**src/rtl/counter_bcd_display.sv**
```systemverilog
// counter_bcd_display: samples a 16-bit binary value, converts it to five
// packed-BCD digits with a sequential double-dabble engine, and scans the
// digits onto a 5-digit active-low 7-segment display with leading-zero
// blanking. The captured carry flag lights the units decimal point.
module counter_bcd_display #(
    parameter int unsigned SCAN_DIV = 50000,
    parameter bit          LZ_BLANK = 1'b1
) (
    input  logic        CLK,
    input  logic        RST,
    input  logic [15:0] DIN,
    input  logic        CIN,
    output logic [19:0] BCD,
    output logic        VALID,
    output logic        BUSY,
    output logic [6:0]  SEG_N,
    output logic        DP_N,
    output logic [4:0]  AN_N
);

    localparam int unsigned DIN_W  = 16;
    localparam int unsigned BCD_W  = 20;
    localparam int unsigned SHR_W  = BCD_W + DIN_W;
    localparam int unsigned CNT_W  = 4;
    localparam int unsigned IDX_W  = 3;
    localparam int unsigned DIV_W  = (SCAN_DIV > 1) ? $clog2(SCAN_DIV) : 1;
    localparam int unsigned NDIG   = 5;

    localparam logic [6:0] SEG_ZERO  = 7'b1000000;
    localparam logic [6:0] SEG_BLANK = 7'h7F;

    typedef enum logic [1:0] {
        S_IDLE  = 2'd0,
        S_SHIFT = 2'd1,
        S_DONE  = 2'd2
    } state_t;

    state_t             state;
    state_t             state_nxt;

    logic [DIN_W-1:0]   shadow;
    logic [DIN_W-1:0]   shadow_nxt;
    logic [SHR_W-1:0]   shreg;
    logic [SHR_W-1:0]   shreg_nxt;
    logic [SHR_W-1:0]   adj;
    logic [CNT_W-1:0]   cnt;
    logic [CNT_W-1:0]   cnt_nxt;
    logic               carry_cap;
    logic               carry_nxt;
    logic [BCD_W-1:0]   bcd_nxt;
    logic               valid_nxt;
    logic               busy_nxt;

    logic [DIV_W-1:0]   div;
    logic [DIV_W-1:0]   div_nxt;
    logic [IDX_W-1:0]   idx;
    logic [IDX_W-1:0]   idx_nxt;
    logic [3:0]         digit;
    logic               blank;
    logic [6:0]         seg_nxt;
    logic [4:0]         an_nxt;
    logic               dp_nxt;

    // Active-low {g,f,e,d,c,b,a} pattern for one decimal digit.
    function automatic logic [6:0] decode(input logic [3:0] d);
        logic [6:0] s;
        case (d)
            4'd0:    s = 7'b1000000;
            4'd1:    s = 7'b1111001;
            4'd2:    s = 7'b0100100;
            4'd3:    s = 7'b0110000;
            4'd4:    s = 7'b0011001;
            4'd5:    s = 7'b0010010;
            4'd6:    s = 7'b0000010;
            4'd7:    s = 7'b1111000;
            4'd8:    s = 7'b0000000;
            4'd9:    s = 7'b0010000;
            default: s = SEG_BLANK;
        endcase
        return s;
    endfunction

    // Converter FSM state register.
    always_ff @(posedge CLK or posedge RST) begin
        if (RST) begin
            state <= S_IDLE;
        end else begin
            state <= state_nxt;
        end
    end

    // Converter next-state and datapath next values.
    always_comb begin
        state_nxt  = state;
        shadow_nxt = shadow;
        shreg_nxt  = shreg;
        cnt_nxt    = cnt;
        carry_nxt  = carry_cap;
        bcd_nxt    = BCD;
        valid_nxt  = 1'b0;
        adj        = shreg;

        case (state)
            S_IDLE: begin
                if (DIN != shadow) begin
                    shadow_nxt = DIN;
                    shreg_nxt  = {{BCD_W{1'b0}}, DIN};
                    carry_nxt  = CIN;
                    cnt_nxt    = '0;
                    state_nxt  = S_SHIFT;
                end
            end
            S_SHIFT: begin
                // Add 3 to each BCD nibble >= 5 so the shift carries decimally.
                for (int i = 0; i < int'(NDIG); i++) begin
                    if (adj[DIN_W + 4*i +: 4] >= 4'd5) begin
                        adj[DIN_W + 4*i +: 4] = adj[DIN_W + 4*i +: 4] + 4'd3;
                    end
                end
                shreg_nxt = {adj[SHR_W-2:0], 1'b0};
                cnt_nxt   = cnt + CNT_W'(1);
                if (cnt == CNT_W'(DIN_W - 1)) begin
                    state_nxt = S_DONE;
                end
            end
            S_DONE: begin
                bcd_nxt   = shreg[SHR_W-1:DIN_W];
                valid_nxt = 1'b1;
                state_nxt = S_IDLE;
            end
            default: begin
                state_nxt = S_IDLE;
            end
        endcase

        busy_nxt = (state_nxt != S_IDLE);
    end

    // Converter datapath and status registers.
    always_ff @(posedge CLK or posedge RST) begin
        if (RST) begin
            shadow    <= '0;
            shreg     <= '0;
            cnt       <= '0;
            carry_cap <= 1'b0;
            BCD       <= '0;
            VALID     <= 1'b0;
            BUSY      <= 1'b0;
        end else begin
            shadow    <= shadow_nxt;
            shreg     <= shreg_nxt;
            cnt       <= cnt_nxt;
            carry_cap <= carry_nxt;
            BCD       <= bcd_nxt;
            VALID     <= valid_nxt;
            BUSY      <= busy_nxt;
        end
    end

    // Scan divider, digit select, blanking and segment decode.
    always_comb begin
        div_nxt = div + DIV_W'(1);
        idx_nxt = idx;
        if (div == DIV_W'(SCAN_DIV - 1)) begin
            div_nxt = '0;
            idx_nxt = (idx == IDX_W'(NDIG - 1)) ? '0 : idx + IDX_W'(1);
        end

        digit = BCD[3:0];
        blank = 1'b0;
        case (idx_nxt)
            3'd1: begin
                digit = BCD[7:4];
                blank = (BCD[19:4] == 16'd0);
            end
            3'd2: begin
                digit = BCD[11:8];
                blank = (BCD[19:8] == 12'd0);
            end
            3'd3: begin
                digit = BCD[15:12];
                blank = (BCD[19:12] == 8'd0);
            end
            3'd4: begin
                digit = BCD[19:16];
                blank = (BCD[19:16] == 4'd0);
            end
            default: begin
                digit = BCD[3:0];
                blank = 1'b0;
            end
        endcase

        seg_nxt = (LZ_BLANK && blank) ? SEG_BLANK : decode(digit);
        an_nxt  = ~(5'd1 << idx_nxt);
        dp_nxt  = ~((idx_nxt == '0) && carry_cap);
    end

    // Registered scan state and display drive.
    always_ff @(posedge CLK or posedge RST) begin
        if (RST) begin
            div   <= '0;
            idx   <= '0;
            SEG_N <= SEG_ZERO;
            AN_N  <= 5'b11110;
            DP_N  <= 1'b1;
        end else begin
            div   <= div_nxt;
            idx   <= idx_nxt;
            SEG_N <= seg_nxt;
            AN_N  <= an_nxt;
            DP_N  <= dp_nxt;
        end
    end

endmodule

```
**config.mk**
```make
export PLATFORM = sky130hd
export DESIGN_NAME = counter_bcd_display
export DESIGN_NICKNAME = d
export VERILOG_FILES = /design/src/rtl/counter_bcd_display.sv
export SDC_FILE = /design/constraint.sdc
export NUM_CORES = 1
export LEC_CHECK = 0
export BUFFER_PORTS_ARGS = -buffer_cell sky130_fd_sc_hd__clkbuf_2
export CORE_AREA = 2 2 128 130
export CTS_BUF_LIST = sky130_fd_sc_hd__clkbuf_16
export DETAILED_ROUTE_END_ITERATION = 16
export DIE_AREA = 0 0 130 132
export HOLD_SLACK_MARGIN = 0.12
export PLACE_DENSITY = 0.54
export SYNTH_ARGS = -nofsm -noshare
export SYNTH_HDL_FRONTEND = slang
export SYNTH_SLANG_ARGS = --single-unit
export TNS_END_PERCENT = 10
```
**constraint.sdc**
```tcl
create_clock -name CLK -period 4.4 [get_ports CLK]
set_clock_uncertainty 0.15 [all_clocks]
set_input_delay 0.88 -clock CLK [delete_from_list [all_inputs] [get_ports CLK]]
set_output_delay 0.88 -clock CLK [all_outputs]
set_load 0.1 [all_outputs]
```
==> out/results.tsv, run 1 <==
metric	value	unit
run_status	complete, no violations	
port_buffers	53	
post-place-ws	0.7697	ns
slew_headroom	0.3753	
antenna_cells_inserted	0	
ir_drop	587.9	uV
final.setup.tns	0	ns
clk_transition_reported_paths	0.05	ns
routed-via-count	3841	
dominantRegCellSynth	sky130_fd_sc_hd__dfrtp_1	
grt_first_pass_wirelength	19260	um
critical_path.endpoint_type	flop	
required	4.54	ns
clock_latency	0.42	ns
layout_setup_ws	0.7613	ns
worstRegToRegCells	11	
die_h	132	um
global_route.overflow_total	0	
tritoncts	yes	
r2r_slack	0.76	ns
yosysTopAreaCellShare	0.4961	
wirelength	11700	um
number_of_antenna_violations_at_the_first_check_in_global_routing	0	
fin_crit	3.639	ns
largest_net_degree_at_the_start_of_global_routing	75	
timing_worst_slew_pin_value	0.9371	ns
cts_buffer_depth	2	
fmax	274.8	MHz
syn_area_per_cell	10.90	um^2
drt_pass1_iterations	4	
worstSetupStartpointType	flop	
critical_path.reg2reg.startpoint	div[4]	
timing.final.crit_share	0.8270	
floorplan.die.width	130	um
setup_viol_count_final	0	
crit-reg2reg-capture	SEG_N[5]	
pwr_density_cell	814.0	nW/um^2
timing.critical_path.to	SEG_N[5]	
core.rowCount	46	
maxCapViolations	0	
yosys_register_bits	113	
first_global_vias	3821	
cts.sink_count	113	
syn2layout_area_growth	22.69	%
synth.net_count	531	
postCtsSetupRepairBufs	0	
holdCritPathClass	flop to flop	
drt-vias-per-instance	4.874	
cts-resized-gates	0	
leakage	3.071	nW
class_of_the_most_critical_setup_path	flop to flop	
detailedRoute.firstIterationViolations	242	
clock_tree.root_cell	sky130_fd_sc_hd__clkbuf_16	
floorplan.io_pins	54	
post-place-cells	756	
drt_drc_violations_left	0	
floorplan.die_area	17160	um^2
power.total	5.391	mW
seq_area_frac_synth	0.5253	
synth.cell_area	5398	um^2
unrepaired_setup_endpoints_after_global_routing	no	
netlist_top_cells_area	sky130_fd_sc_hd__dfrtp_1 50%, sky130_fd_sc_hd__mux2_2 6.1%, sky130_fd_sc_hd__nand2_1 4.2%, sky130_fd_sc_hd__xnor2_1 4.2%, sky130_fd_sc_hd__ha_1 3.9%	
crit_start	div[4]	
synth_cells	495	
initial_utilization	0.3435	
cts-htree-levels	4	
routed_wire_length_per_instance	14.85	um
final-instance-count-excl-fill	788	
post_cts_hold_buffer_count	0	
hold_violations	0	
design.final.nets	595	
synth_warnings	0	
yosys_cell_types	52	
edff_count_synth	0	
drive_above_1_share	0.2483	
cp_arrival	3.78	ns
grt_use_total	0.1453	
synth_largest_area_cell	sky130_fd_sc_hd__dfrtp_1	
cts_inserted_buffers	17	
final-max-slew-violation-count	0	
highest_fanout_seen_on_the_critical_path	8	
place_congestion	0.9261	
dp_hpwl	8254	um
core	15710	um^2
final_antenna_net_count	0	
asyncSetResetFlopFracSynth	1.000	
[final cells by class]
type / count / area (um^2)
Fill cell: 1499 / 9090
Sequential cell: 113 / 2835
Multi-Input combinational cell: 344 / 2426
Clock buffer: 17 / 425.4
Timing Repair Buffer: 62 / 345.3
Tap cell: 216 / 270.3
Clock inverter: 15 / 239.0
Inverter: 21 / 81.33
[flip-flops by register name, indices dropped and copies added (netlist names)]
name and cells:
DP_N 1, cnt 4, state 2, shadow 16, SEG_N 7, BUSY 1, div 16, shreg 36
idx 3, AN_N 5, carry_cap 1, VALID 1, BCD 20
[metrics by stage]
stage | hold slack [ns] | cell area (um^2) | util
after CTS | 0.3130 | 6623 | 0.4215
after floorplan | 0.2366 | 5398 | -
final | 0.3031 | 6623 | 0.4215
after global routing | 0.3470 | 6623 | 0.4215
after detailed placement | 0.3063 | 5958 | 0.3792
after global placement | 0.3035 | 5958 | 0.3792
[cell usage in the layout (no fill, tap or decap), drive strengths merged, types with 3 or more instances in the layout]
cell,n
a21oi,17
mux2,30
a32o,5
nor4,6
dfrtp,107
nor3,5
nor2,22
nand2b,7
buf,9
clkinv,6
nand3,10
xor2,11
nand2,61
dfstp,6
inv,22
o31ai,6
nor2b,3
bufinv,6
ha,17
nand4,5
clkbuf,70
xnor2,27
and3,6
mux2i,21
o21ai,42
o22ai,16
[cell families (layout without fill, tap and decap cells)]
kind of cell,Yosys count,after routing,synth area share
flops,113,113,0.5253
mux,51,51,0.1022
buf+inv,38,115,0.02712
simple gates,135,135,0.1208
fa+ha+maj,17,17,0.03941
compound gates,103,103,0.1222
xor+xnor,38,38,0.06305
[how the worst min path moves through the flow]
stage | start | end | slack, ns | cells after the start
floorplan | carry_cap | DP_N | 0.24 | 1
global placement | div[0] | div[0] | 0.30 | 1
detailed placement | div[0] | div[0] | 0.31 | 1
CTS | div[0] | div[0] | 0.31 | 1
global route | div[0] | div[0] | 0.35 | 1
finish | div[0] | div[0] | 0.30 | 1
[synth_stat cells (all sizes together) (2+ instances only)]
master,n
a211oi,2
a21oi,17
a2bb2oi,2
a31oi,2
a32o,5
and2,2
and3,6
buf,2
clkbuf,15
dfrtp,107
dfstp,6
ha,17
inv,21
mux2,30
mux2i,21
nand2,61
nand2b,7
nand3,10
nand4,5
nor2,22
nor2b,3
nor3,5
nor3b,2
nor4,6
o21ai,42
o22ai,16
o31ai,6
o32ai,2
or4,2
or4b,2
xnor2,27
xor2,11
[power by group]
group | internal (mW) | switching [mW]
Sequential | 1.41 | 0.305
Combinational | 0.646 | 1.49
Clock | 1.06 | 0.488
Total | 3.11 | 2.28
[routing by layer]
| layer | GRT usage | wire length (um) | up-vias |
|---|---|---|---|
| met1 | 0.1962 | 5417 | 1863 |
| met2 | 0.2144 | 5428 | 81 |
| met3 | 0.03977 | 606 | 18 |
| met5 | 0 | 0 | - |
| li1 | - | - | 1879 |
| met4 | 0.07109 | 248 | 0 |
[critical path: stages, from the launching register on]
cell and delay (ns):
sky130_fd_sc_hd__dfrtp_1 0.43, sky130_fd_sc_hd__or4b_4 0.58, sky130_fd_sc_hd__nor4_4 0.41, sky130_fd_sc_hd__buf_4 0.25, sky130_fd_sc_hd__o2bb2ai_2 0.18, sky130_fd_sc_hd__inv_2 0.14
sky130_fd_sc_hd__or4_1 0.54, sky130_fd_sc_hd__o211ai_1 0.19, sky130_fd_sc_hd__inv_1 0.13, sky130_fd_sc_hd__ha_1 0.23, sky130_fd_sc_hd__nor3_1 0.19, sky130_fd_sc_hd__o21ai_1 0.09
Power figures use the tool's default switching activity.
==> run 2: changes to the inputs <==
==> constraint.sdc (replaced) <==
create_clock -name CLK -period 3.6 [get_ports CLK]
set_clock_uncertainty 0.15 [all_clocks]
set_input_delay 0.72 -clock CLK [delete_from_list [all_inputs] [get_ports CLK]]
set_output_delay 0.72 -clock CLK [all_outputs]
set_load 0.1 [all_outputs]
==> run 2 against run 1 <==
  * Core utilization shrank 0.20 points
  * Global-route usage is essentially flat
  * Register-to-register slack lost 0.63 ns
  * Clock power grew 9%
  * Total power grew 19%
  * Combinational power grew 23%
  * Count of clock-buffer cells in the layout is the same
  * Critical path type unchanged
  * Critical endpoint unchanged
==> out/results.tsv, run 2 (synthesized netlist as in run 1, its figures left out) <==
metric	value	unit	change
run_status	complete, no violations		
multi_input_comb_area	2429	um^2	+0.10%
mostFrequentLayoutCells	107 x sky130_fd_sc_hd__dfrtp_1, 60 x sky130_fd_sc_hd__nand2_1, 53 x sky130_fd_sc_hd__clkbuf_2		
place_congestion	0.8837		-4.6%
floorplan.die_area	17160	um^2	unchanged
syn2layout_area_growth	22.11	%	
worst_hold_slack	0.1283	ns	-0.1749 ns
final-instance-count-excl-fill	791		+0.38%
crit_cells	11		unchanged
clock_tree.root_cell	sky130_fd_sc_hd__clkbuf_16		
clock_latency	0.42	ns	about the same
cp_num_buf_inv	3		unchanged
die_h	132	um	unchanged
crit-reg2reg-capture	SEG_N[5]		
routed-via-count	3925		+2.2%
grt.busiest_layer	met2		
ir_drop	650.5	uV	+11%
floorplan.die.width	130	um	unchanged
worstSetupStartpointType	flop		
antenna_cells_inserted	0		unchanged
core.rowCount	46		unchanged
clk_transition_reported_paths	0.05	ns	about the same
layout.filler_cells	1506		+0.47%
holdCritPathClass	primary input to asynchronous set/reset pin		
gr-usage-met1	0.1953		-0.0009161
drt_pass1_iterations	4		unchanged
final_antenna_net_count	0		unchanged
cts_buffer_depth	2		unchanged
timing_worst_slew_pin_value	1.118	ns	+0.1809 ns
final-max-slew-violation-count	0		unchanged
number_of_antenna_violations_at_the_first_check_in_global_routing	0		unchanged
pwr_density_cell	970.8	nW/um^2	+19%
class_of_the_most_critical_setup_path	flop to flop		
worstRegToRegCells	11		unchanged
r2r_slack	0.13	ns	-0.63 ns
use_met2	0.2231		+0.008726
fmax	288.5	MHz	+5.0%
unrepaired_setup_endpoints_after_global_routing	yes		
core	15710	um^2	unchanged
global_route.overflow_total	0		unchanged
timing.critical_path.cells	or4b_1 > nor4_4 > buf_4 > o2bb2ai_2 > inv_2 > or4_1 > o211ai_1 > inv_1 > ha_1 > nor3_1 > o21ai_1		
drive_above_1_share	0.2539		+0.005661
detailedRoute.firstIterationViolations	272		+12%
port_buffers	53		unchanged
first_global_vias	3925		+2.7%
timing.final.crit_share	0.9629		+0.1359
mostFrequentLayoutCell	sky130_fd_sc_hd__dfrtp_1		
floorplan.io_pins	54		unchanged
leakage	3.052	nW	-0.61%
cp_arrival	3.61	ns	-0.17 ns
timing.critical_path.slowest_stage_cell	sky130_fd_sc_hd__or4b_1		
critical_path.endpoint_type	flop		
reg.largest.list	shreg x36, BCD x20		
slowest_delay	0.60	ns	+0.02 ns
post-place-cells	756		unchanged
seq_area	2835	um^2	unchanged
cts_inserted_buffers	17		unchanged
wirelength	11720	um	+0.19%
initial_utilization	0.3435		unchanged
grt_use_total	0.1451		-0.0002450
cts.sink_count	113		unchanged
largest_register_ffs	36		unchanged
critical_path.reg2reg.startpoint	div[7]		
regMostFlops	shreg		
critical_path.top_delay_family	simple AND/OR/NAND/NOR gates		
timing.critical_path.to	SEG_N[5]		
largest_net_degree_at_the_start_of_global_routing	68		-9.3%
drt_drc_violations_left	0		unchanged
required	3.74	ns	-0.80 ns
power.total	6.399	mW	+19%
crit_start	div[7]		
final_util	0.4195		-0.001990
drt-vias-per-instance	4.962		+1.8%
highest_fanout_seen_on_the_critical_path	8		unchanged
post-place-ws	0.08954	ns	-0.6801 ns
layout_setup_ws	0.1337	ns	-0.6276 ns
slew_headroom	0.2547		-0.1206
hold_violations	0		unchanged
fin_crit	3.466	ns	-0.1724 ns
cts-htree-levels	4		unchanged
design.final.nets	598		+0.50%
routed_wire_length_per_instance	14.82	um	-0.19%
grt_first_pass_wirelength	19730	um	+2.4%
setup_viol_count_final	0		unchanged
tritoncts	yes		
maxCapViolations	0		unchanged
met3_grt_util	0.04140		+0.001623
dp_hpwl	8170	um	-1.0%
-- run 2: changes by cell type in the layout (fill, tap and decap cells not counted), sizes merged --
cell	before	now
bufinv	6	3
buf	9	12
clkinvlp	2	5
-- run 2: cell type report --
class                   instances  area share
well taps                     216     0.04100
clock inverters                15     0.02563
inverters                      21     0.01253
flip-flops and latches        113      0.4301
clock buffers                  17     0.06454
multi-input cells             344      0.3685
repair buffers                 65     0.05771
-- run 2: timing repair --
| action | 4_1_cts | 5_1_grt |
|---|---|---|
| setup endpoints to repair | 0 | 4 |
| hold endpoints to repair | 0 | 0 |
| buffers inserted | 0 | 3 |
| hold buffers | 0 | 0 |
| gates resized for setup | 0 | 1 |
-- run 2: power breakdown --
part | internal (mW) | switching [mW] | leakage, nW | total, mW
Clock | 1.08 | 0.601 | 0.284 | 1.68
Combinational | 0.811 | 1.81 | 1.37 | 2.62
Sequential | 1.72 | 0.378 | 1.40 | 2.10
Total | 3.61 | 2.79 | 3.05 | 6.40
-- run 2: how the worst min path moves through the flow --
stage | endpoint | slack, ns | cells after the start
2_1_floorplan | DP_N | 0.24 | 1
3_3_place_gp | DP_N | 0.28 | 1
3_5_place_dp | DP_N | 0.27 | 1
4_1_cts | shreg[29] | 0.14 | 2
5_1_grt | BCD[9] | 0.16 | 2
6_report | BCD[9] | 0.13 | 2
-- run 2: metal layers --
layer / wire, um / part of all wire
met3: 497 / 0.042
met5: 0 / 0
met4: 199 / 0.017
met1: 5604 / 0.48
met2: 5421 / 0.46
-- run 2: metrics by stage --
step	TNS [ns]	area, um^2
after CTS	0	6566
after global routing	-0.006882	6591
after floorplan	0	5401
after detailed placement	0	5972
final	0	6591
after global placement	0	5972
